--- src/rtl/alu_pkg.sv ---
// Shared types for the multi-cycle ALU: opcodes, control states and flag bundle.
package alu_pkg;

  typedef enum logic [3:0] {
    OP_ADD   = 4'd0,
    OP_SUB   = 4'd1,
    OP_INC   = 4'd2,
    OP_DEC   = 4'd3,
    OP_AND   = 4'd4,
    OP_OR    = 4'd5,
    OP_XOR   = 4'd6,
    OP_NOT   = 4'd7,
    OP_MOV   = 4'd8,
    OP_LDI   = 4'd9,
    OP_PASSA = 4'd10,
    OP_PASSB = 4'd11,
    OP_SHL   = 4'd12,
    OP_SHR   = 4'd13,
    OP_MUL   = 4'd14,
    OP_ADC   = 4'd15
  } op_t;

  typedef enum logic [1:0] {
    IDLE = 2'd0,
    BUSY = 2'd1,
    DONE = 2'd2
  } state_t;

  typedef struct packed {
    logic zero;
    logic carry;
    logic neg;
    logic ovf;
  } flags_t;

  // Ops that are candidates for the iterative datapath.
  function automatic logic is_iter_op(op_t o);
    return (o == OP_SHL) || (o == OP_SHR) || (o == OP_MUL);
  endfunction

endpackage

--- src/rtl/alu_iter.sv ---
// Iterative datapath: shift-add multiply and bit-serial shifts, one step per
// enabled cycle, with a step counter and a done strobe on the final step.
module alu_iter
  import alu_pkg::*;
#(
  parameter int unsigned WIDTH = 8
) (
  input  logic             clk,
  input  logic             rst,
  input  logic             start,
  input  logic             step,
  input  op_t              kind,
  input  logic [WIDTH-1:0] a,
  input  logic [WIDTH-1:0] b,
  output logic             done,
  output logic [WIDTH-1:0] res_next,
  output logic             cout_next,
  output logic             cout_upd
);

  localparam int unsigned S  = $clog2(WIDTH);
  localparam int unsigned CW = $clog2(WIDTH + 1);

  logic [WIDTH-1:0] acc;
  logic [WIDTH-1:0] mcand;
  logic [WIDTH-1:0] mplier;
  logic [WIDTH-1:0] mcand_n;
  logic [WIDTH-1:0] mplier_n;
  logic [CW-1:0]    cnt;
  op_t              kind_q;

  // One step of the selected operation; the top samples these values on the
  // final step so the result is registered in the same edge that ends BUSY.
  always_comb begin
    res_next  = acc;
    cout_next = 1'b0;
    mcand_n   = mcand;
    mplier_n  = mplier;
    case (kind_q)
      OP_MUL: begin
        if (mplier[0]) res_next = acc + mcand;
        mcand_n  = {mcand[WIDTH-2:0], 1'b0};
        mplier_n = {1'b0, mplier[WIDTH-1:1]};
      end
      OP_SHL: begin
        cout_next = acc[WIDTH-1];
        res_next  = {acc[WIDTH-2:0], 1'b0};
      end
      OP_SHR: begin
        cout_next = acc[0];
        res_next  = {1'b0, acc[WIDTH-1:1]};
      end
      default: ;
    endcase
  end

  assign done     = step && (cnt == CW'(1));
  assign cout_upd = (kind_q != OP_MUL);

  // Operand capture on start, then one iteration per step while count remains.
  always_ff @(posedge clk) begin
    if (rst) begin
      acc    <= '0;
      mcand  <= '0;
      mplier <= '0;
      cnt    <= '0;
      kind_q <= OP_ADD;
    end else if (start) begin
      acc    <= (kind == OP_MUL) ? '0 : a;
      mcand  <= a;
      mplier <= b;
      cnt    <= (kind == OP_MUL) ? CW'(WIDTH) : CW'(b[S-1:0]);
      kind_q <= kind;
    end else if (step && (cnt != '0)) begin
      acc    <= res_next;
      mcand  <= mcand_n;
      mplier <= mplier_n;
      cnt    <= cnt - CW'(1);
    end
  end

endmodule

--- src/rtl/alu_mc.sv ---
// Multi-cycle ALU: valid/ready operation intake, single-cycle ops computed
// here, multiply/shift delegated to alu_iter, registered result and flags.
module alu_mc
  import alu_pkg::*;
#(
  parameter int unsigned WIDTH = 8
) (
  input  logic             clk,
  input  logic             rst,
  input  logic             in_valid,
  output logic             in_ready,
  input  logic [3:0]       op,
  input  logic [WIDTH-1:0] a,
  input  logic [WIDTH-1:0] b,
  input  logic [WIDTH-1:0] imm,
  output logic             out_valid,
  input  logic             out_ready,
  output logic [WIDTH-1:0] result,
  output logic             zero,
  output logic             carry,
  output logic             neg,
  output logic             ovf
);

  localparam int unsigned S = $clog2(WIDTH);

  state_t           state, nxt;
  op_t              opc;
  logic             accept;
  logic             iter_go;
  logic [WIDTH-1:0] result_q;
  flags_t           flags_q;

  logic [WIDTH-1:0] sc_res;
  flags_t           sc_flags;
  logic [WIDTH-1:0] y;
  logic             cin;
  logic             sub;
  logic             arith;
  logic [WIDTH:0]   sum;

  logic             it_done;
  logic [WIDTH-1:0] it_res;
  logic             it_cout;
  logic             it_cout_upd;
  flags_t           it_flags;

  assign opc       = op_t'(op);
  assign in_ready  = (state == IDLE) && !rst;
  assign accept    = in_valid && in_ready;
  // A zero-count shift has nothing to iterate and completes like a single-cycle op.
  assign iter_go   = accept && is_iter_op(opc) &&
                     ((opc == OP_MUL) || (b[S-1:0] != '0));
  assign out_valid = (state == DONE);
  assign result    = result_q;
  assign zero      = flags_q.zero;
  assign carry     = flags_q.carry;
  assign neg       = flags_q.neg;
  assign ovf       = flags_q.ovf;

  alu_iter #(.WIDTH(WIDTH)) u_iter (
    .clk       (clk),
    .rst       (rst),
    .start     (iter_go),
    .step      (state == BUSY),
    .kind      (opc),
    .a         (a),
    .b         (b),
    .done      (it_done),
    .res_next  (it_res),
    .cout_next (it_cout),
    .cout_upd  (it_cout_upd)
  );

  // Single-cycle result and flags; add/sub family share one WIDTH+1 adder.
  always_comb begin
    sc_res         = '0;
    sc_flags       = '0;
    sc_flags.carry = flags_q.carry;
    y              = '0;
    cin            = 1'b0;
    sub            = 1'b0;
    arith          = 1'b0;
    sum            = '0;
    case (opc)
      OP_ADD:   begin arith = 1'b1; y = b; end
      OP_ADC:   begin arith = 1'b1; y = b; cin = flags_q.carry; end
      OP_INC:   begin arith = 1'b1; y = WIDTH'(1); end
      OP_SUB:   begin arith = 1'b1; y = b; sub = 1'b1; end
      OP_DEC:   begin arith = 1'b1; y = WIDTH'(1); sub = 1'b1; end
      OP_AND:   sc_res = a & b;
      OP_OR:    sc_res = a | b;
      OP_XOR:   sc_res = a ^ b;
      OP_NOT:   sc_res = ~a;
      OP_MOV:   sc_res = b;
      OP_LDI:   sc_res = imm;
      OP_PASSA: sc_res = a;
      OP_PASSB: sc_res = b;
      OP_SHL, OP_SHR: begin
        sc_res         = a;
        sc_flags.carry = 1'b0;
      end
      default:  sc_res = '0;
    endcase
    if (arith) begin
      if (sub) sum = {1'b0, a} - {1'b0, y};
      else     sum = {1'b0, a} + {1'b0, y} + {{WIDTH{1'b0}}, cin};
      sc_res         = sum[WIDTH-1:0];
      sc_flags.carry = sum[WIDTH];
      if (sub) sc_flags.ovf = (a[WIDTH-1] != y[WIDTH-1]) && (sc_res[WIDTH-1] != a[WIDTH-1]);
      else     sc_flags.ovf = (a[WIDTH-1] == y[WIDTH-1]) && (sc_res[WIDTH-1] != a[WIDTH-1]);
    end
    sc_flags.zero = (sc_res == '0);
    sc_flags.neg  = sc_res[WIDTH-1];
  end

  // Flags for an iterative op finishing this cycle; MUL keeps the old carry.
  always_comb begin
    it_flags       = '0;
    it_flags.zero  = (it_res == '0);
    it_flags.neg   = it_res[WIDTH-1];
    it_flags.carry = it_cout_upd ? it_cout : flags_q.carry;
  end

  // Next-state logic for the IDLE/BUSY/DONE handshake sequencer.
  always_comb begin
    nxt = state;
    case (state)
      IDLE:    if (accept) nxt = iter_go ? BUSY : DONE;
      BUSY:    if (it_done) nxt = DONE;
      DONE:    if (out_ready) nxt = IDLE;
      default: nxt = IDLE;
    endcase
  end

  // State, result and flag registers; results only change on completion.
  always_ff @(posedge clk) begin
    if (rst) begin
      state    <= IDLE;
      result_q <= '0;
      flags_q  <= '0;
    end else begin
      state <= nxt;
      if (accept && !iter_go) begin
        result_q <= sc_res;
        flags_q  <= sc_flags;
      end else if (it_done) begin
        result_q <= it_res;
        flags_q  <= it_flags;
      end
    end
  end

endmodule

--- config.mk ---
export PLATFORM = sky130hd
export DESIGN_NAME = alu_mc
export DESIGN_NICKNAME = d
export VERILOG_FILES = /design/src/rtl/alu_pkg.sv /design/src/rtl/alu_iter.sv /design/src/rtl/alu_mc.sv
export SDC_FILE = /design/constraint.sdc
export NUM_CORES = 1
export LEC_CHECK = 0
export CAP_MARGIN = 20
export CORE_AREA = 2 2 125 127
export DETAILED_ROUTE_END_ITERATION = 7
export DIE_AREA = 0 0 127 129
export SETUP_SLACK_MARGIN = 0.15
export SKIP_LAST_GASP = 1
export SLEW_MARGIN = 20
export SYNTH_ARGS = -nofsm -noshare
export SYNTH_HDL_FRONTEND = slang
export SYNTH_SLANG_ARGS = --single-unit
--- constraint.sdc ---
create_clock -name clk -period 7.24 [get_ports clk]
set_clock_uncertainty 0.15 [all_clocks]
set_input_delay 1.81 -clock clk [delete_from_list [all_inputs] [get_ports clk]]
set_output_delay 1.81 -clock clk [all_outputs]
set_load 0.02 [all_outputs]
# Word level (Yosys, flattened, before mapping)
# Index checks and enable logic that the tools add are counted.
# classes
addsub,5
reduce_logical,34
bitwise,4
eq_ne,29
n_mux,37
mul,0
n_shift,0
magnitude_cmp,0
n_div,0
# op_table
operator,count
8-bit 2-to-1 mux,13
8-bit case mux with 7 select lines,1
4-bit == test (second input constant),11
8-bit case mux with 3 select lines,1
4-bit 2-to-1 mux,5
9-bit 2-to-1 mux,2
4-bit by 3-bit == test with 1-bit output (second input constant),4
8-bit logical NOT,2
8-bit case mux with 2 select lines,1
8-bit by 8-bit adder with 9-bit output,1
9-bit by 1-bit adder with 9-bit output,1
1-bit logical AND,9
8-bit by 8-bit subtractor with 9-bit output,1
8-bit adder,1
8-bit bitwise AND,1
4-bit by 1-bit == test with 1-bit output (second input constant),2
4-bit by 2-bit == test with 1-bit output (second input constant),2
1-bit 2-to-1 mux,8
2-bit 2-to-1 mux,4
8-bit NOT,1
8-bit OR,1
2-bit nonzero test,4
2-bit OR reduction,4
8-bit XOR,1
other kinds (21),28
# word_totals
inputBits,32
n_memories,0
reg_bits,46
out_inout_bits,14
ram_bits,0
elab_cells,120
romBits,0
latchBits,0

# Longest topological paths before layout
# logic_depth
depth_word,12
ltp_mapped,16
ltp_nobuf,14

# Modules after synthesis
# A second synthesis with hierarchy kept.
# unflattened
hier_cells,638
area_unflattened_um2,4715.8
# modules_own_cells
mod,instances,cells_per_inst,area_per_inst_um2
alu_mc,1,348,2474.9
alu_iter,1,290,2240.9

# Least setup slack after synthesis
# Ideal clock, no wire load.
# synth_path
path_kind,in2reg
start,in op[0]
end,reg flags_q (netlist bit zero)
path_stages,16
n_path_buf,3
arrival_time_ps,4943
path_slack_ps,2060
path_cell_list,buf_2 > clkbuf_1 > clkbuf_1 > a31oi_1 > o21ai_0 > fa_1 > inv_1 > fa_1 > o21bai_1 > a21oi_1 > o31ai_1 > xor2_1 > a311o_1 > a211oi_1 > a41oi_1 > o31ai_1
# synth_via
elab_chain_cells,10
# synth_rtl
item,line_no,source
"start, declared",alu_mc.sv:12,"input logic [3:0] op,"
4-bit by 1-bit == test with 1-bit output (tied with other cells),alu_mc.sv:85,case (opc)
3-bit OR reduction (no line) / 2-bit OR reduction (equally long branches),-,
8-bit case mux with 2 select lines,alu_mc.sv:85,
8-bit by 8-bit adder with 9-bit output,alu_mc.sv:107,"else sum = {1'b0, a} + {1'b0, y} + {{WIDTH{1'b0}}, cin};"
9-bit by 1-bit adder with 9-bit output,alu_mc.sv:107,
9-bit 2-to-1 mux,alu_mc.sv:106,"if (sub) sum = {1'b0, a} - {1'b0, y};"
9-bit 2-to-1 mux,alu_mc.sv:105,if (arith) begin
8-bit 2-to-1 mux,alu_mc.sv:105,
8-bit logical NOT,alu_mc.sv:113,sc_flags.zero = (sc_res == '0);
4-bit 2-to-1 mux,alu_mc.sv:144,if (accept && !iter_go) begin
"end signal, assigned",alu_mc.sv:146,flags_q <= sc_flags;
"end signal, assigned",alu_mc.sv:149,flags_q <= it_flags;
"end, declared",alu_mc.sv:32,flags_t flags_q;
# Several ways; a longest one is shown, not always the timed one. The select of a mux whose other input is x is not followed.
# A chain may end at the register's enable or synchronous reset.

# Worst setup path in the final report
# layout_path
start,in op[1]
end,reg flags_q (netlist bit zero)
# The elaborated chain is that of the path after synthesis.

==> metrics.txt <==
# TYPE chip_impl_metric gauge
chip_impl_metric{name="data_arrival_critical_path",unit="ns"} 5.67
chip_impl_metric{name="syn_inst_count",unit=""} 605
chip_impl_metric{name="grt_first_pass_wirelength",unit="mm"} 23.0
chip_impl_metric{name="detailedRoute.firstIterationViolations",unit=""} 392
chip_impl_info{name="post-synth-top-area-cell",value="dfxtp_1"} 1
chip_impl_metric{name="area.growth.synth_to_final",unit="%"} 15.3
chip_impl_metric{name="hold_path_depth",unit=""} 2
chip_impl_metric{name="routed_wire_length_per_instance",unit="um"} 17.6
chip_impl_metric{name="firstDrtPassIters",unit=""} 5
chip_impl_info{name="cts_tree",value="done"} 1
chip_impl_info{name="postSynth.topFlopCell",value="dfxtp_1"} 1
chip_impl_metric{name="detail_route.wirelength",unit="mm"} 14.3
chip_impl_info{name="critPathSlowestCell",value="o31ai_1"} 1
chip_impl_metric{name="synthArstFlopShare",unit="%"} 0
chip_impl_metric{name="yosysWarnings",unit=""} 0
chip_impl_metric{name="route.vias.total",unit=""} 4586
chip_impl_metric{name="drive_above_1_share",unit="%"} 4.35
chip_impl_metric{name="antenna_cells_inserted",unit=""} 0
chip_impl_metric{name="worst_r2r_path_depth",unit=""} 12
chip_impl_info{name="cts_root_buf",value="clkbuf_16"} 1
chip_impl_metric{name="die_area",unit="sq um"} 16400
chip_impl_metric{name="cts-buffers-inserted",unit=""} 5
chip_impl_info{name="critical_path.cell_chain",value="clkdlybuf4s50_1, o31ai_1, nand2_1, fa_1, o21bai_1, a21oi_1, o31ai_1, xor2_1, a311o_1, a211oi_1, a41oi_1, o31ai_1"} 1
chip_impl_metric{name="cts_setup_buffers",unit=""} 0
chip_impl_metric{name="floorplan.io_pins",unit=""} 46
chip_impl_info{name="reg2reg_from",value="carry"} 1
chip_impl_metric{name="timing.hold.ws",unit="ns"} 0.300
chip_impl_metric{name="vdd.ir_drop.worst",unit="mV"} 0.0817
chip_impl_info{name="min_to",value="ovf"} 1
chip_impl_info{name="regToRegEndpoint",value="zero"} 1
chip_impl_metric{name="timing.critical_path.required",unit="ns"} 7.30
chip_impl_metric{name="coreArea",unit="sq um"} 15000
chip_impl_metric{name="insertion_delay",unit="ns"} 0.29
chip_impl_info{name="cp-start-kind",value="input pin"} 1
chip_impl_metric{name="design.final.nets",unit=""} 698
chip_impl_metric{name="timing.fmax",unit="MHz"} 178
chip_impl_metric{name="synth_cell_types",unit=""} 71
chip_impl_metric{name="cts_htree_levels",unit=""} 2
chip_impl_metric{name="fraction_of_post_synthesis_cell_area_in_the_top_cell_type_by_area",unit="%"} 20.3
chip_impl_metric{name="portBuffers",unit=""} 45
chip_impl_info{name="type_of_the_worst_setup_path",value="in2reg"} 1
chip_impl_metric{name="postCtsHoldBufs",unit=""} 0
chip_impl_metric{name="syn_avg_cell_area",unit="sq um"} 7.34
chip_impl_metric{name="route.detailed.drc",unit=""} 0
chip_impl_metric{name="multi_input_area",unit="sq um"} 3220
chip_impl_metric{name="mappedNetlistNets",unit=""} 681
chip_impl_metric{name="tns",unit="ns"} 0
chip_impl_metric{name="post-route-util",unit="%"} 34.2
chip_impl_info{name="min-delay-start",value="ovf"} 1
chip_impl_metric{name="grt_start_max_net_pins",unit=""} 46
chip_impl_metric{name="final-seq-area",unit="sq um"} 901
chip_impl_metric{name="number_of_gates_resized_after_cts",unit=""} 0
chip_impl_metric{name="grt_pass1_vias",unit=""} 4333
chip_impl_metric{name="cts_buffer_depth",unit=""} 2
chip_impl_metric{name="timing.final.ws_setup",unit="ns"} 1.63
chip_impl_metric{name="power_density",unit="nW/um^2"} 135
chip_impl_metric{name="fillerInstances",unit=""} 1633
chip_impl_metric{name="slew-limit-headroom",unit="%"} 30.5
chip_impl_metric{name="gpl.final_weighted_congestion",unit=""} 0.914
chip_impl_metric{name="hpwl",unit="mm"} 10.9
chip_impl_metric{name="synth_edf_count",unit=""} 0
chip_impl_metric{name="gr-usage-all-layers",unit="%"} 17.5
chip_impl_metric{name="clk_pin_slew_worst_paths",unit="ns"} 0.06
chip_impl_metric{name="clock_sinks",unit=""} 45
chip_impl_metric{name="critical_path_peak_fanout",unit=""} 12
chip_impl_info{name="hp-class",value="reg2reg"} 1
chip_impl_metric{name="global_route_total_overflow",unit=""} 0
chip_impl_metric{name="synth.ff_latch_count",unit=""} 45
chip_impl_metric{name="antenna_violations_before_repair",unit=""} 0
chip_impl_metric{name="tightest_slew",unit="ns"} 1.04
chip_impl_metric{name="finalMaxSlewViolations",unit=""} 0
chip_impl_metric{name="min_period_over_period",unit="%"} 77.6
chip_impl_metric{name="setup_violations_final",unit=""} 0
chip_impl_metric{name="placement_rows",unit=""} 45
chip_impl_info{name="worstSetupEndpointType",value="flop"} 1
chip_impl_metric{name="synth.yosys.seq_area_share",unit="%"} 20.3
chip_impl_metric{name="die_w",unit="um"} 127
chip_impl_info{name="status",value="complete, no violations"} 1
chip_impl_metric{name="crit_path_max_incr_delay",unit="ns"} 0.75
chip_impl_info{name="synth_top_cells_by_area",value="dfxtp_1, ha_1, nand2_1, a21oi_1, nor2_1"} 1
chip_impl_metric{name="ff2ff_setup_slack",unit="ns"} 4.10
chip_impl_metric{name="dieHeight",unit="um"} 129
chip_impl_metric{name="final_hold_viol_count",unit=""} 0
chip_impl_metric{name="post-route-min-period",unit="ns"} 5.61
chip_impl_metric{name="floorplan.initialDensity",unit="%"} 29.7
chip_impl_info{name="cp_common_cell",value="o31ai_1"} 1
chip_impl_metric{name="syn_area",unit="sq um"} 4440
chip_impl_metric{name="timing.max_cap.violations",unit=""} 0
chip_impl_metric{name="detail-route-antenna-nets",unit=""} 0
chip_impl_metric{name="pre_cts_slack",unit="ns"} 1.40
chip_impl_metric{name="power.leakage",unit="uW"} 0.00200
chip_impl_metric{name="vias_per_inst",unit=""} 5.67
chip_impl_info{name="unrepaired_setup_endpoints_after_global_routing",value="no"} 1
-- synth_stat cells, types with 10 or more instances --
library cell,count
a21oi_1,52
nand2b_1,10
mux2i_1,10
a22oi_1,21
ha_1,40
nor2_1,56
nor2b_1,12
nor3_1,16
clkbuf_1,29
o21ai_0,22
inv_1,40
nand3_1,16
nand2_1,78
dfxtp_1,45
-- state kept, by name, indices dropped and copies added (netlist names) --
name,cells
u_iter.mplier,8
result,8
u_iter.kind_q,4
u_iter.mcand,8
ovf,1
state,2
carry,1
zero,1
u_iter.acc,8
u_iter.cnt,4
-- critical path: cells and delay by family --
| family | cells | cell delay [ns] |
|---|---|---|
| AOI/OAI and AO/OA | 8 | 2.30 |
| xor gates and xnor gates | 1 | 0.11 |
| adders and majority gates | 1 | 0.49 |
| buffers and inverters | 1 | 0.68 |
| and+or+nand+nor | 1 | 0.29 |
-- placed cells by master (no fill, tap or decap), types with 5 or more instances in the layout --
cell	netlist	final
buf_4	1	5
o22ai_1	9	9
a21oi_1	52	52
nand3_1	16	16
o31ai_1	5	5
a222oi_1	7	7
nand2b_1	10	10
mux2i_1	10	10
nor2_1	56	54
xnor2_1	8	8
a31oi_1	8	8
a21o_1	6	6
clkdlybuf4s50_1	0	45
nand2_1	78	78
o21a_1	5	5
ha_1	40	40
a211oi_1	6	6
a311oi_1	5	5
clkbuf_16	0	5
nor3_1	16	16
o21ai_0	22	22
a22oi_1	21	21
inv_1	40	40
nor2b_1	12	12
dfxtp_1	45	45
-- power breakdown --
group	leakage (uW)	internal, uW	switching, uW
clock	0.0000655	123	94.6
combinational	0.00157	87.0	119
sequential	0.000365	257	10.1
-- final cells by class --
class	instances	area share [%]
inverter	40	2.93
multi-input combinational	480	62.8
tap	188	4.59
timing repair buffer	50	9.53
sequential	45	17.6
clock buffer	5	2.44
clock inverter	1	0.0977
-- cells by family (layout without fill, tap and decap cells) --
logic type	count (synthesis)	after routing	share of synthesized area (%)
DFF	45	45	20.3
xor gates and xnor gates	12	12	2.37
and+or+nand+nor	221	221	24.0
muxes	14	14	3.77
buffers and inverters	80	96	7.41
AOI/OAI and AO/OA	189	189	29.1
adders and majority gates	44	44	13.1
-- worst max-delay path by stage --
stage | startpoint | cells past startpoint | endpoint
6_report | op[1] | 12 | zero
5_1_grt | op[2] | 15 | zero
4_1_cts | op[3] | 15 | zero
3_5_place_dp | op[1] | 12 | zero
3_3_place_gp | op[1] | 12 | result[5]
2_1_floorplan | op[0] | 16 | zero
-- routing by layer --
metal	up-vias	routed length, um	GRT usage [%]
met2	154	6100	26.6
met4	0	225	3.68
met1	2178	7050	26.0
li1	2237	-	-
met3	17	897	2.83
met5	-	0	0
-- stage by stage --
step	power, uW	cells	instance area (sq um)
after floorplan	399	605	4440
after global placement	473	803	4990
after detailed placement	475	803	4990
after CTS	691	809	5120
after global routing	722	809	5120
final	691	809	5120
No activity file was read; power rests on OpenSTA's default activity.
